File: src/rtl/sd_crg_gen.sv
// sd_crg_gen: SD host clock rate generator with glitch-free stop/start,
// period-aligned divider updates and exact 1us / 1ms timebase pulses.
// Optional ms-granular timeout counter is enabled by defining SD_CRG_TIMEOUT_EN;
// without it the to_* inputs are ignored and to_expired is tied low.
module sd_crg_gen #(
  parameter int unsigned CLK_RATE = 50000000,
  parameter int unsigned DIV_W    = 8,
  parameter int unsigned TO_W     = 10
) (
  input  logic             clk,
  input  logic             reset,
  input  logic [DIV_W-1:0] clkdiv_val,
  input  logic             clk_en,
  output logic             clk_running,
  output logic             sd_clk_out,
  output logic             sd_clk_rising,
  output logic             sd_clk_falling,
  output logic             us_pulse,
  output logic             ms_pulse,
  input  logic             to_start,
  input  logic [TO_W-1:0]  to_ms,
  output logic             to_expired
);

  localparam int unsigned US_DIV = CLK_RATE / 1000000;
  localparam int unsigned US_W   = (US_DIV > 1) ? $clog2(US_DIV) : 1;
  localparam int unsigned MS_W   = 10;
  localparam int unsigned MS_DIV = 1000;

  typedef enum logic {
    ST_STOP = 1'b0,
    ST_RUN  = 1'b1
  } state_t;

  state_t           state;
  state_t           state_nxt;
  logic [DIV_W-1:0] cnt;
  logic [DIV_W-1:0] cnt_nxt;
  logic [DIV_W-1:0] cur_div;
  logic [DIV_W-1:0] cur_div_nxt;
  logic             sd_clk_nxt;
  logic             running_nxt;
  logic             cnt_zero;

  assign cnt_zero = (cnt == '0);

  // FSM state register
  always_ff @(posedge clk) begin
    if (reset) begin
      state <= ST_STOP;
    end else begin
      state <= state_nxt;
    end
  end

  // Next state, half-period counter, divider latch and edge strobes
  always_comb begin
    state_nxt      = state;
    cnt_nxt        = cnt;
    cur_div_nxt    = cur_div;
    sd_clk_nxt     = sd_clk_out;
    running_nxt    = clk_running;
    sd_clk_rising  = 1'b0;
    sd_clk_falling = 1'b0;
    case (state)
      ST_STOP: begin
        // Parked: track the requested divider so the first low phase is full length
        cnt_nxt     = clkdiv_val;
        cur_div_nxt = clkdiv_val;
        sd_clk_nxt  = 1'b0;
        if (clk_en) begin
          state_nxt   = ST_RUN;
          running_nxt = 1'b1;
        end
      end
      ST_RUN: begin
        cnt_nxt = cnt - DIV_W'(1);
        if (cnt_zero) begin
          if (sd_clk_out) begin
            // Falling toggle is the period boundary: pick up a new divider here
            sd_clk_falling = 1'b1;
            sd_clk_nxt     = 1'b0;
            cur_div_nxt    = clkdiv_val;
            cnt_nxt        = clkdiv_val;
          end else if (clk_en) begin
            sd_clk_rising = 1'b1;
            sd_clk_nxt    = 1'b1;
            cnt_nxt       = cur_div;
          end else begin
            // Suppress the rise and park low after a complete low phase
            state_nxt   = ST_STOP;
            running_nxt = 1'b0;
            cnt_nxt     = clkdiv_val;
            cur_div_nxt = clkdiv_val;
          end
        end
      end
      default: begin
        state_nxt = ST_STOP;
      end
    endcase
  end

  // Divider datapath and registered clock outputs
  always_ff @(posedge clk) begin
    if (reset) begin
      cnt         <= clkdiv_val;
      cur_div     <= clkdiv_val;
      sd_clk_out  <= 1'b0;
      clk_running <= 1'b0;
    end else begin
      cnt         <= cnt_nxt;
      cur_div     <= cur_div_nxt;
      sd_clk_out  <= sd_clk_nxt;
      clk_running <= running_nxt;
    end
  end

  logic [US_W-1:0] us_cnt;
  logic [MS_W-1:0] ms_cnt;
  logic            us_wrap;
  logic            ms_wrap;

  assign us_wrap = (us_cnt == US_W'(US_DIV - 1));
  assign ms_wrap = (ms_cnt == MS_W'(MS_DIV - 1));

  // Free-running 1us / 1ms timebase, independent of the SD clock FSM
  always_ff @(posedge clk) begin
    if (reset) begin
      us_cnt   <= '0;
      ms_cnt   <= '0;
      us_pulse <= 1'b0;
      ms_pulse <= 1'b0;
    end else begin
      us_cnt   <= us_wrap ? '0 : us_cnt + US_W'(1);
      us_pulse <= us_wrap;
      ms_pulse <= us_wrap && ms_wrap;
      if (us_wrap) begin
        ms_cnt <= ms_wrap ? '0 : ms_cnt + MS_W'(1);
      end
    end
  end

`ifdef SD_CRG_TIMEOUT_EN
  logic [TO_W-1:0] remaining;

  // Millisecond timeout: load beats a coincident decrement, expiry is sticky
  always_ff @(posedge clk) begin
    if (reset) begin
      remaining  <= '0;
      to_expired <= 1'b0;
    end else if (to_start) begin
      remaining  <= to_ms;
      to_expired <= (to_ms == '0);
    end else if (ms_pulse && (remaining != '0)) begin
      remaining <= remaining - TO_W'(1);
      if (remaining == TO_W'(1)) begin
        to_expired <= 1'b1;
      end
    end
  end
`else
  logic unused_to;

  assign unused_to  = ^{to_start, to_ms};
  assign to_expired = 1'b0;
`endif

endmodule

File: config.mk
export PLATFORM = sky130hd
export DESIGN_NAME = sd_crg_gen
export DESIGN_NICKNAME = d
export VERILOG_FILES = /design/src/rtl/sd_crg_gen.sv
export SDC_FILE = /design/constraint.sdc
export NUM_CORES = 1
export LEC_CHECK = 0
export BUFFER_PORTS_ARGS = -buffer_cell sky130_fd_sc_hd__buf_4
export CAP_MARGIN = 10
export CORE_ASPECT_RATIO = 0.7
export CORE_MARGIN = 8
export CORE_UTILIZATION = 35
export DETAILED_ROUTE_END_ITERATION = 8
export GPL_ROUTABILITY_DRIVEN = 0
export HOLD_SLACK_MARGIN = 0.08
export PLACE_DENSITY = 0.67
export SYNTH_ARGS = -nofsm -noshare
export SYNTH_HDL_FRONTEND = slang
export SYNTH_SLANG_ARGS = --single-unit
File: constraint.sdc
create_clock -name clk -period 2.1 [get_ports clk]
set_input_delay 0.105 -clock clk [delete_from_list [all_inputs] [get_ports clk]]
set_output_delay 0.105 -clock clk [all_outputs]
set_load 0.03 [all_outputs]
==> flow_summary.ini, run 1 <==
[final_layout]
nNetsFinal = 238
drive_gt1_share_pct = 24.53
final_cells = 281
area_growth_pct = 24.16
antenna_cells_inserted = 0
finalInstanceArea_mm2 = 0.002167

[worst_setup_path]
r2r_end = cnt[6]
critPathCapture = sd_clk_falling
critical_path_class = register to output port
worst_path_largest_cell_delay_ns = 0.57
crit_buf_inv = 2
crit_path_start = cnt[2]
crit_family = simple AND/OR/NAND/NOR gates
cp.depth = 5
critPathCaptureType = output port
regToRegStartpoint = cnt[2]
rr_worst_depth = 5
required_ns = 2.00
r2r_slack_ns = 0.10
cp_cell_sequence = or4_4 -> buf_4 -> nor3_4 -> and3_1 -> buf_4
worstPathArrival_ns = 1.93
crit_path_max_fanout = 4
cpMaxStageDelayCell = or4_4
cp_common_cell = buf_4
start_kind = register

[grt]
grt_max_degree = 12
grt_pass1_vias = 1318
grt_overflow = 0
grt_pass1_wl_mm = 6.085
antenna_found_initial = 0
grt_util_all_layers_pct = 10.64

[drt]
drtIter0Drc = 53
met3_length_um = 133
m1WireLength_mm = 1.957
ant_nets = 0
vias = 1391
routedWlPerCell_um = 13.47
top_layer = met4
drc = 0
firstDrtPassIters = 4
routed_via_density = 4.950
dr_wl_met2_mm = 1.604
wl_mm = 3.784

[sta]
slew_viol_final = 0
worst_slack_ns = 0.06839
min_period_ns = 2.032
slew_headroom_pct = 66.48
setup_viol = 0
worst_pin_slew_ns = 0.4995
max_freq_mhz = 492.2
hold_ws_ns = 0.08921
rsz0062_at_grt = false
final_hold_viol_count = 0
skew_ns = 0.002756
finalCritPeriodShare_pct = 96.74
tns_ns = 0

[placed_design]
pre_cts_ws_ns = 0.1077
dp_cells = 268
dpl.hpwl_mm = 2.750
port_buffers = 16
dpl_cell_area_mm2 = 0.002011

[synthesis]
ys_async_sr_fraction_pct = 0
synth_top_family_by_area = simple AND/OR/NAND/NOR gates
ys_top_cells_by_count = 29 x dfxtp_1, 20 x a21oi_1, 13 x nor2_1
avgSynthCellArea_um2 = 9.751
synth-compound-area-share_pct = 13.55
yosys.area_share.simple_pct = 19.28
synth_area_mm2 = 0.001745
syn_nets = 206
synth.most_common_cell = dfxtp_1
synthTopCellsByArea = dfxtp_1 33%, edfxtp_1 14%, a21oi_1 5.7%
syn_inst = 179
synth_area_leader_cell = dfxtp_1
synthDistinctLibCells = 40
synth-xor-area-share_pct = 6.523
synth_seq_cells = 37
netlist.area_leader.share_pct = 33.26
ys.flop_type = dfxtp_1
ys_seq_area_share_pct = 47.03
synth_adder_area_share_pct = 3.584
yosys_warnings = 0
muxShareOfSynthArea_pct = 5.161
synth_edf_count = 8

[power_and_ir_drop]
p_seq_share_pct = 53.2
pwr-share-comb_pct = 15.4
leakage_nw = 0.8334
p_int_mw = 1.131
power_switching_uw = 415.5
p_clk_share_pct = 31.4
p_sw_share_pct = 26.87
power_density_mw_per_mm2 = 713.6
ir_worst_vdd_mv = 0.2405

[die]
ios = 29
die_y_um = 75.09
die_w_um = 100.4
rows = 21
initial_core_util_pct = 36.50
fp.dieArea_mm2 = 0.007539
fp.coreArea_mm2 = 0.004782

[clock_network]
cts_htree_levels = 2
clock_latency_ns = 0.29
cts_sinks = 37
clk_pin_slew_worst_paths_ns = 0.07
clock-root-buffer = clkbuf_8
cts_tree = yes
cts_buffers = 5
cts.path.max_buffers = 2

[run]
maxCapViolations = 0

[outcome]
status = finished clean

[min_path]
hold_path_class = input pin to register
==> timing repair <==
item,CTS,global route
pin swaps,0,2
hold buffers,5,0
hold endpoints to repair,7,0
setup buffers,0,0
setup endpoints to repair,2,2
resized for setup,2,3
==> power groups by stage <==
stage	combinational (mW)	clock [mW]	sequential (mW)
floorplan	0.155	0	0.826
global placement	0.213	0	0.831
detailed placement	0.221	0	0.834
CTS	0.234	0.506	0.819
global route	0.264	0.531	0.828
finish	0.238	0.486	0.823
==> state kept, by name, summed over array words and instances, names as in the netlist <==
register     flops
sd_clk_out       1
clk_running      1
us_pulse         1
ms_pulse         1
cur_div          8
state            1
cnt              8
ms_cnt          10
us_cnt           6
==> logic make-up after synthesis <==
| logic type | after synthesis |
|---|---|
| flops | 37 |
| other cells | 1 |
| buf+inv | 16 |
| mux | 8 |
| simple gates | 60 |
| xor+xnor | 13 |
| fa+ha+maj | 5 |
| compound gates | 39 |
==> tightest hold or removal path: cells and delay by family <==
kind	cells	cell delay [ns]
AO/OA/AOI/OAI	1	0.07
AND/OR/NAND/NOR	1	0.05
buffers and inverters	1	0.11
==> cells in the final DEF (no fill, tap or decap), types with 2 or more instances in the layout <==
cell	instances
nor3_4	2
clkinv_2	2
mux2_2	8
or3_1	2
edfxtp_1	8
nand2b_1	2
nand3_1	8
or3_2	2
o2bb2ai_1	2
o31ai_1	3
o21ai_0	5
xor2_1	4
or4_1	3
ha_1	5
dlygate4sd3_1	5
nor3_1	3
inv_1	9
nor4bb_1	2
a31oi_1	3
a21oi_1	20
nor4_1	3
nand2_1	9
nor2_1	13
buf_4	25
clkbuf_8	5
or4_4	2
dfxtp_1	29
and3_1	3
xnor2_1	9
==> how the worst min path moves through the flow <==
stage,startpoint,to,cells past startpoint
5_1_grt,clkdiv_val[5],cnt[5],3
6_report,clkdiv_val[5],cnt[5],3
3_3_place_gp,reset,us_cnt[3],2
2_1_floorplan,clk_en,state,2
4_1_cts,clkdiv_val[5],cnt[5],3
3_5_place_dp,reset,us_cnt[3],2
==> layer usage <==
metal	GRT usage, %	vias up
met4	7.000	0
met5	0	-
met2	14.73	26
met3	3.047	8
met1	14.09	644
li1	-	713
==> cell type report <==
type / instances / area (µm²)
Fill cell: 473 / 2615
Multi-Input combinational cell: 126 / 874.6
Sequential cell: 37 / 820.8
Timing Repair Buffer: 32 / 269.0
Tap cell: 69 / 86.33
Clock buffer: 6 / 72.57
Inverter: 9 / 33.78
Clock inverter: 2 / 10.01
==> metrics by stage <==
stage | power (mW) | util (%)
floorplan | 0.9813 | -
finish | 1.547 | 45.32
CTS | 1.559 | 45.00
detailed placement | 1.055 | 42.05
global route | 1.623 | 45.32
global placement | 1.045 | 42.05
(Power assumes the default switching activity.)
==> run 2, diff against run 1 <==
--- a/config.mk
+++ b/config.mk
@@ -7,9 +7,10 @@
 export LEC_CHECK = 0
 export BUFFER_PORTS_ARGS = -buffer_cell sky130_fd_sc_hd__buf_4
 export CAP_MARGIN = 10
-export CORE_ASPECT_RATIO = 0.7
-export CORE_MARGIN = 8
+export CORE_ASPECT_RATIO = 1.4
+export CORE_MARGIN = 10
 export CORE_UTILIZATION = 35
+export CTS_CLUSTER_DIAMETER = 60
 export DETAILED_ROUTE_END_ITERATION = 8
 export GPL_ROUTABILITY_DRIVEN = 0
 export HOLD_SLACK_MARGIN = 0.08
==> run 2 against run 1 <==
Effect of this change:
- worst setup slack got worse by 0.039 ns
- maximum frequency fell by 1.9%
- utilization fell by 0.12 points
- wire length fell by 2.4%
- final cell count fell by 1.8%
- clock-buffer cell count rose by 1
- combinational power rose by 8%
==> flow_summary.ini, run 2 (synthesized netlist as in run 1, its figures left out) <==
[drt]
firstDrtPassIters = 4
vias = 1413
ant_nets = 0
wl_mm = 3.692
drc = 0
drtIter0Drc = 114
routedWlPerCell_um = 13.38
routed_via_density = 5.120

[grt]
antenna_found_initial = 0
grt_overflow = 0
grt_pass1_wl_mm = 6.403
grt_max_degree = 16
grt_util_all_layers_pct = 9.389
grt_pass1_vias = 1398

[sta]
hold_ws_ns = 0.08702
finalCritPeriodShare_pct = 98.59
tns_ns = 0
min_period_ns = 2.070
rsz0062_at_grt = true
skew_ns = 0.01079
final_hold_viol_count = 0
setup_viol = 0
slew_viol_final = 0
max_freq_mhz = 483.0

[final_layout]
nNetsFinal = 238
drive_gt1_share_pct = 26.42
antenna_cells_inserted = 0
top_regs = ms_cnt (10), cnt (8), cur_div (8)
area_growth_pct = 25.38
final_cell_mix = 28 x dfxtp_1, 28 x buf_4, 20 x a21oi_1
ff_latch_area_um2 = 822.0
regMostFlops = ms_cnt
multi_input_comb_area_um2 = 874.6
largest_register_ffs = 10
nFillCells = 452

[clock_network]
cts.path.max_buffers = 2
clk_pin_slew_worst_paths_ns = 0.07
cts_sinks = 37
clock_latency_ns = 0.29
clock-root-buffer = clkbuf_8
cts_buffers = 5
cts_tree = yes
cts_htree_levels = 2

[min_path]
hold_path_class = input pin to register

[outcome]
status = finished clean

[worst_setup_path]
worstPathArrival_ns = 1.97
required_ns = 2.00
critPathCaptureType = output port
crit_path_max_fanout = 6
start_kind = register
critical_path_class = register to output port

[power_and_ir_drop]
power_density_mw_per_mm2 = 779.8
ir_worst_vdd_mv = 0.2281
leakage_nw = 0.8467

[placed_design]
dpl.hpwl_mm = 2.707
port_buffers = 16

[die]
fp.coreArea_mm2 = 0.004842
initial_core_util_pct = 36.05
fp.dieArea_mm2 = 0.008252
ios = 29
die_y_um = 103.6
rows = 30
die_w_um = 79.69

[run]
maxCapViolations = 0
[run 2: cell types whose count changed in the layout (fill, tap and decap cells not counted), sizes merged]
cell         before  now
clkbuf            6    7
buf              27   30
bufinv            0    1
clkinv            2    0
dlygate4sd3       5    2
[run 2: layout make-up]
type | instances | area share [%]
repair buffers | 32 | 11.95
multi-input cells | 126 | 39.97
flip-flops and latches | 37 | 37.56
well taps | 64 | 3.659
clock buffers | 7 | 3.945
inverters | 9 | 1.544
clock inverters | 1 | 1.372
[run 2: worst paths after layout]
path,cells after the start,startpoint,endpoint,slack (ns)
worst max-delay path,5,cnt[5],sd_clk_rising,0.03
worst min-delay path,3,clk_en,state,0.09
worst max register to register,5,cnt[5],cnt[7],0.10
worst min register to register,1,us_cnt[0],us_cnt[0],0.47
[run 2: worst max-delay path: stages (launching register included)]
cell,delay [ns]
dfxtp_2,0.33
or4_4,0.54
or3_4,0.40
buf_12,0.14
nor3_4,0.11
buf_6,0.15
[run 2: stage by stage]
step                      instances  worst slack (ns)  total power [mW]  instance area, µm²  utilization, %
after CTS                       271           0.01127             1.706                2138           44.16
after detailed placement        260            0.1313             1.053                1969           40.67
after global routing            276          -0.03896             1.793                2188           45.19
after floorplan                 179            0.1026            0.9813                1757               -
after global placement          260            0.1551             1.047                1969           40.67
final                           276           0.02965             1.707                2188           45.19
[run 2: what timing repair did]
item                                    in CTS  in global routing
hold endpoints to repair                     5                  0
pin swaps                                    2                  3
gates resized for setup                      6                  3
hold buffers                                 2                  0
buffers inserted                             1                  5
endpoints found under the setup margin       2                  2
[run 2: routing by layer]
| metal | global-route usage, % | part of all wire [%] |
|---|---|---|
| met1 | 9.709 | 41 |
| met2 | 16.57 | 53 |
| met3 | 3.028 | 4.2 |
| met4 | 3.856 | 2.1 |
| met5 | 0 | 0 |
[run 2: power by group]
group | internal [mW] | leakage (nW) | switching [mW]
sequential | 0.780 | 0.320 | 0.0377
combinational | 0.134 | 0.468 | 0.123
clock | 0.387 | 0.0585 | 0.244
total | 1.30 | 0.847 | 0.405
==> run 3, diff against run 2 <==
--- a/config.mk
+++ b/config.mk
@@ -10,6 +10,7 @@
 export CORE_ASPECT_RATIO = 1.4
 export CORE_MARGIN = 10
 export CORE_UTILIZATION = 35
+export CTS_BUF_LIST = sky130_fd_sc_hd__clkbuf_8
 export CTS_CLUSTER_DIAMETER = 60
 export DETAILED_ROUTE_END_ITERATION = 8
 export GPL_ROUTABILITY_DRIVEN = 0
==> run 3 against run 2 <==
Effect of this change:
- clock power fell by 0.6%
- critical path depth did not move
- highest routed layer unchanged
- maximum frequency barely moved
- worst hold slack hardly changed
- wire length about the same
- largest cell class unchanged
- clock-buffer cell count is 1 lower
- non-clock buffer count unchanged
- worst setup slack about the same
- clock skew about the same
==> flow_summary.ini, run 3 (synthesized netlist as in run 1, its figures left out) <==
[outcome]
status = finished clean

[final_layout]
nNetsFinal = 238
drive_gt1_share_pct = 26.42
nFillCells = 452
area_growth_pct = 25.38
finalInstanceArea_mm2 = 0.002188
ff_latch_area_um2 = 822.0
largest_register_ffs = 10
regMostFlops = ms_cnt
antenna_cells_inserted = 0
top_regs = ms_cnt (10), cnt (8), cur_div (8)
final_cell_mix = 28 x dfxtp_1, 28 x buf_4, 20 x a21oi_1
multi_input_comb_area_um2 = 874.6

[min_path]
hold_path_class = input pin to register
hold_depth = 3
min_to = state
min_from = clk_en

[power_and_ir_drop]
ir_worst_vdd_mv = 0.2282
leakage_nw = 0.8508
power_density_mw_per_mm2 = 777.8

[worst_setup_path]
cpMaxStageDelayCell = or4_4
crit_path_max_fanout = 6
worst_path_largest_cell_delay_ns = 0.54
start_kind = register
worstPathArrival_ns = 1.97
critical_path_class = register to output port
r2r_slack_ns = 0.10
cp_cell_sequence = or4_4 -> or3_4 -> buf_12 -> nor3_4 -> buf_6
r2r_end = cnt[7]
regToRegStartpoint = cnt[5]
critPathCaptureType = output port
required_ns = 2.00
rr_worst_depth = 5

[clock_network]
cts_buffers = 5
cts_tree = yes
clk_pin_slew_worst_paths_ns = 0.08
cts_htree_levels = 2
cts_sinks = 37
clock_latency_ns = 0.29
cts.path.max_buffers = 2
clock-root-buffer = clkbuf_8

[sta]
slew_viol_final = 0
setup_viol = 0
rsz0062_at_grt = true
final_hold_viol_count = 0
skew_ns = 0.01104
worst_slack_ns = 0.02930
finalCritPeriodShare_pct = 98.60
max_freq_mhz = 482.9
min_period_ns = 2.071

[grt]
antenna_found_initial = 0
grt_max_degree = 16
grt_pass1_vias = 1398
grt_overflow = 0
grt_util_all_layers_pct = 9.389
grt_pass1_wl_mm = 6.403

[die]
rows = 30
fp.coreArea_mm2 = 0.004842
initial_core_util_pct = 36.05
die_y_um = 103.6
fp.dieArea_mm2 = 0.008252
die_w_um = 79.69
ios = 29

[placed_design]
pre_cts_ws_ns = 0.1313
port_buffers = 16
dpl_cell_area_mm2 = 0.001969
dpl.hpwl_mm = 2.707

[drt]
vias = 1412
drtIter0Drc = 113
firstDrtPassIters = 4
drc = 0
routedWlPerCell_um = 13.38
wl_mm = 3.693
ant_nets = 0
routed_via_density = 5.116

[run]
maxCapViolations = 0
-- run 3: cell types whose count changed in the layout (fill, tap and decap cells not counted), sizes merged --
cell | before | now
clkbuf | 7 | 6
inv | 9 | 10
-- run 3: repair_timing --
action / CTS / global route
hold buffers: 2 / 0
cloned: 0 / 0
setup buffers: 1 / 5
gates resized for setup: 6 / 3
setup endpoints to repair: 2 / 2
endpoints found under the hold margin: 5 / 0
pin swaps: 2 / 3
-- run 3: worst max path at each step --
stage | from | slack (ns) | endpoint | cells past startpoint
6_report | cnt[5] | 0.03 | sd_clk_rising | 5
5_1_grt | cnt[5] | -0.04 | sd_clk_rising | 5
4_1_cts | cnt[5] | 0.01 | sd_clk_rising | 5
3_5_place_dp | cnt[3] | 0.13 | cur_div[5] | 3
3_3_place_gp | cnt[3] | 0.16 | cur_div[0] | 3
2_1_floorplan | cnt[2] | 0.10 | sd_clk_rising | 6
-- run 3: routing by layer --
metal,up-vias,routed length (µm),global-route usage (%)
met3,9,152,3.028
li1,704,-,-
met4,0,76,3.856
met2,24,1963,16.57
met1,675,1500,9.709
met5,-,0,0
-- run 3: through the flow --
| stage | util [%] | setup TNS [ns] | instances | hold slack [ns] | total power, mW |
|---|---|---|---|---|---|
| finish | 45.19 | 0 | 276 | 0.08672 | 1.702 |
| global route | 45.19 | -0.03951 | 276 | 0.09462 | 1.789 |
| CTS | 44.16 | 0 | 271 | 0.08095 | 1.702 |
| detailed placement | 40.67 | 0 | 260 | 0.3525 | 1.053 |
| global placement | 40.67 | 0 | 260 | 0.3537 | 1.047 |
| floorplan | - | 0 | 179 | 0.2345 | 0.9813 |
-- run 3: final cells by class --
cell class,instances,share of cell area [%]
sequential,37,37.56
clock inverter,2,1.544
clock buffer,6,3.774
inverter,9,1.544
timing repair buffer,32,11.95
multi-input combinational,126,39.97
tap,64,3.659
-- run 3: worst max-delay path: cells and delay by family (launching register included) --
| family | cells | cell delay, ns |
|---|---|---|
| and+or+nand+nor | 3 | 1.05 |
| buffers and inverters | 2 | 0.29 |
| DFF | 1 | 0.33 |
-- run 3: where the power goes --
group          total [mW]  internal [mW]  switching (mW)
Combinational       0.257          0.134           0.124
Clock               0.627          0.382           0.245
Sequential          0.818          0.780          0.0377
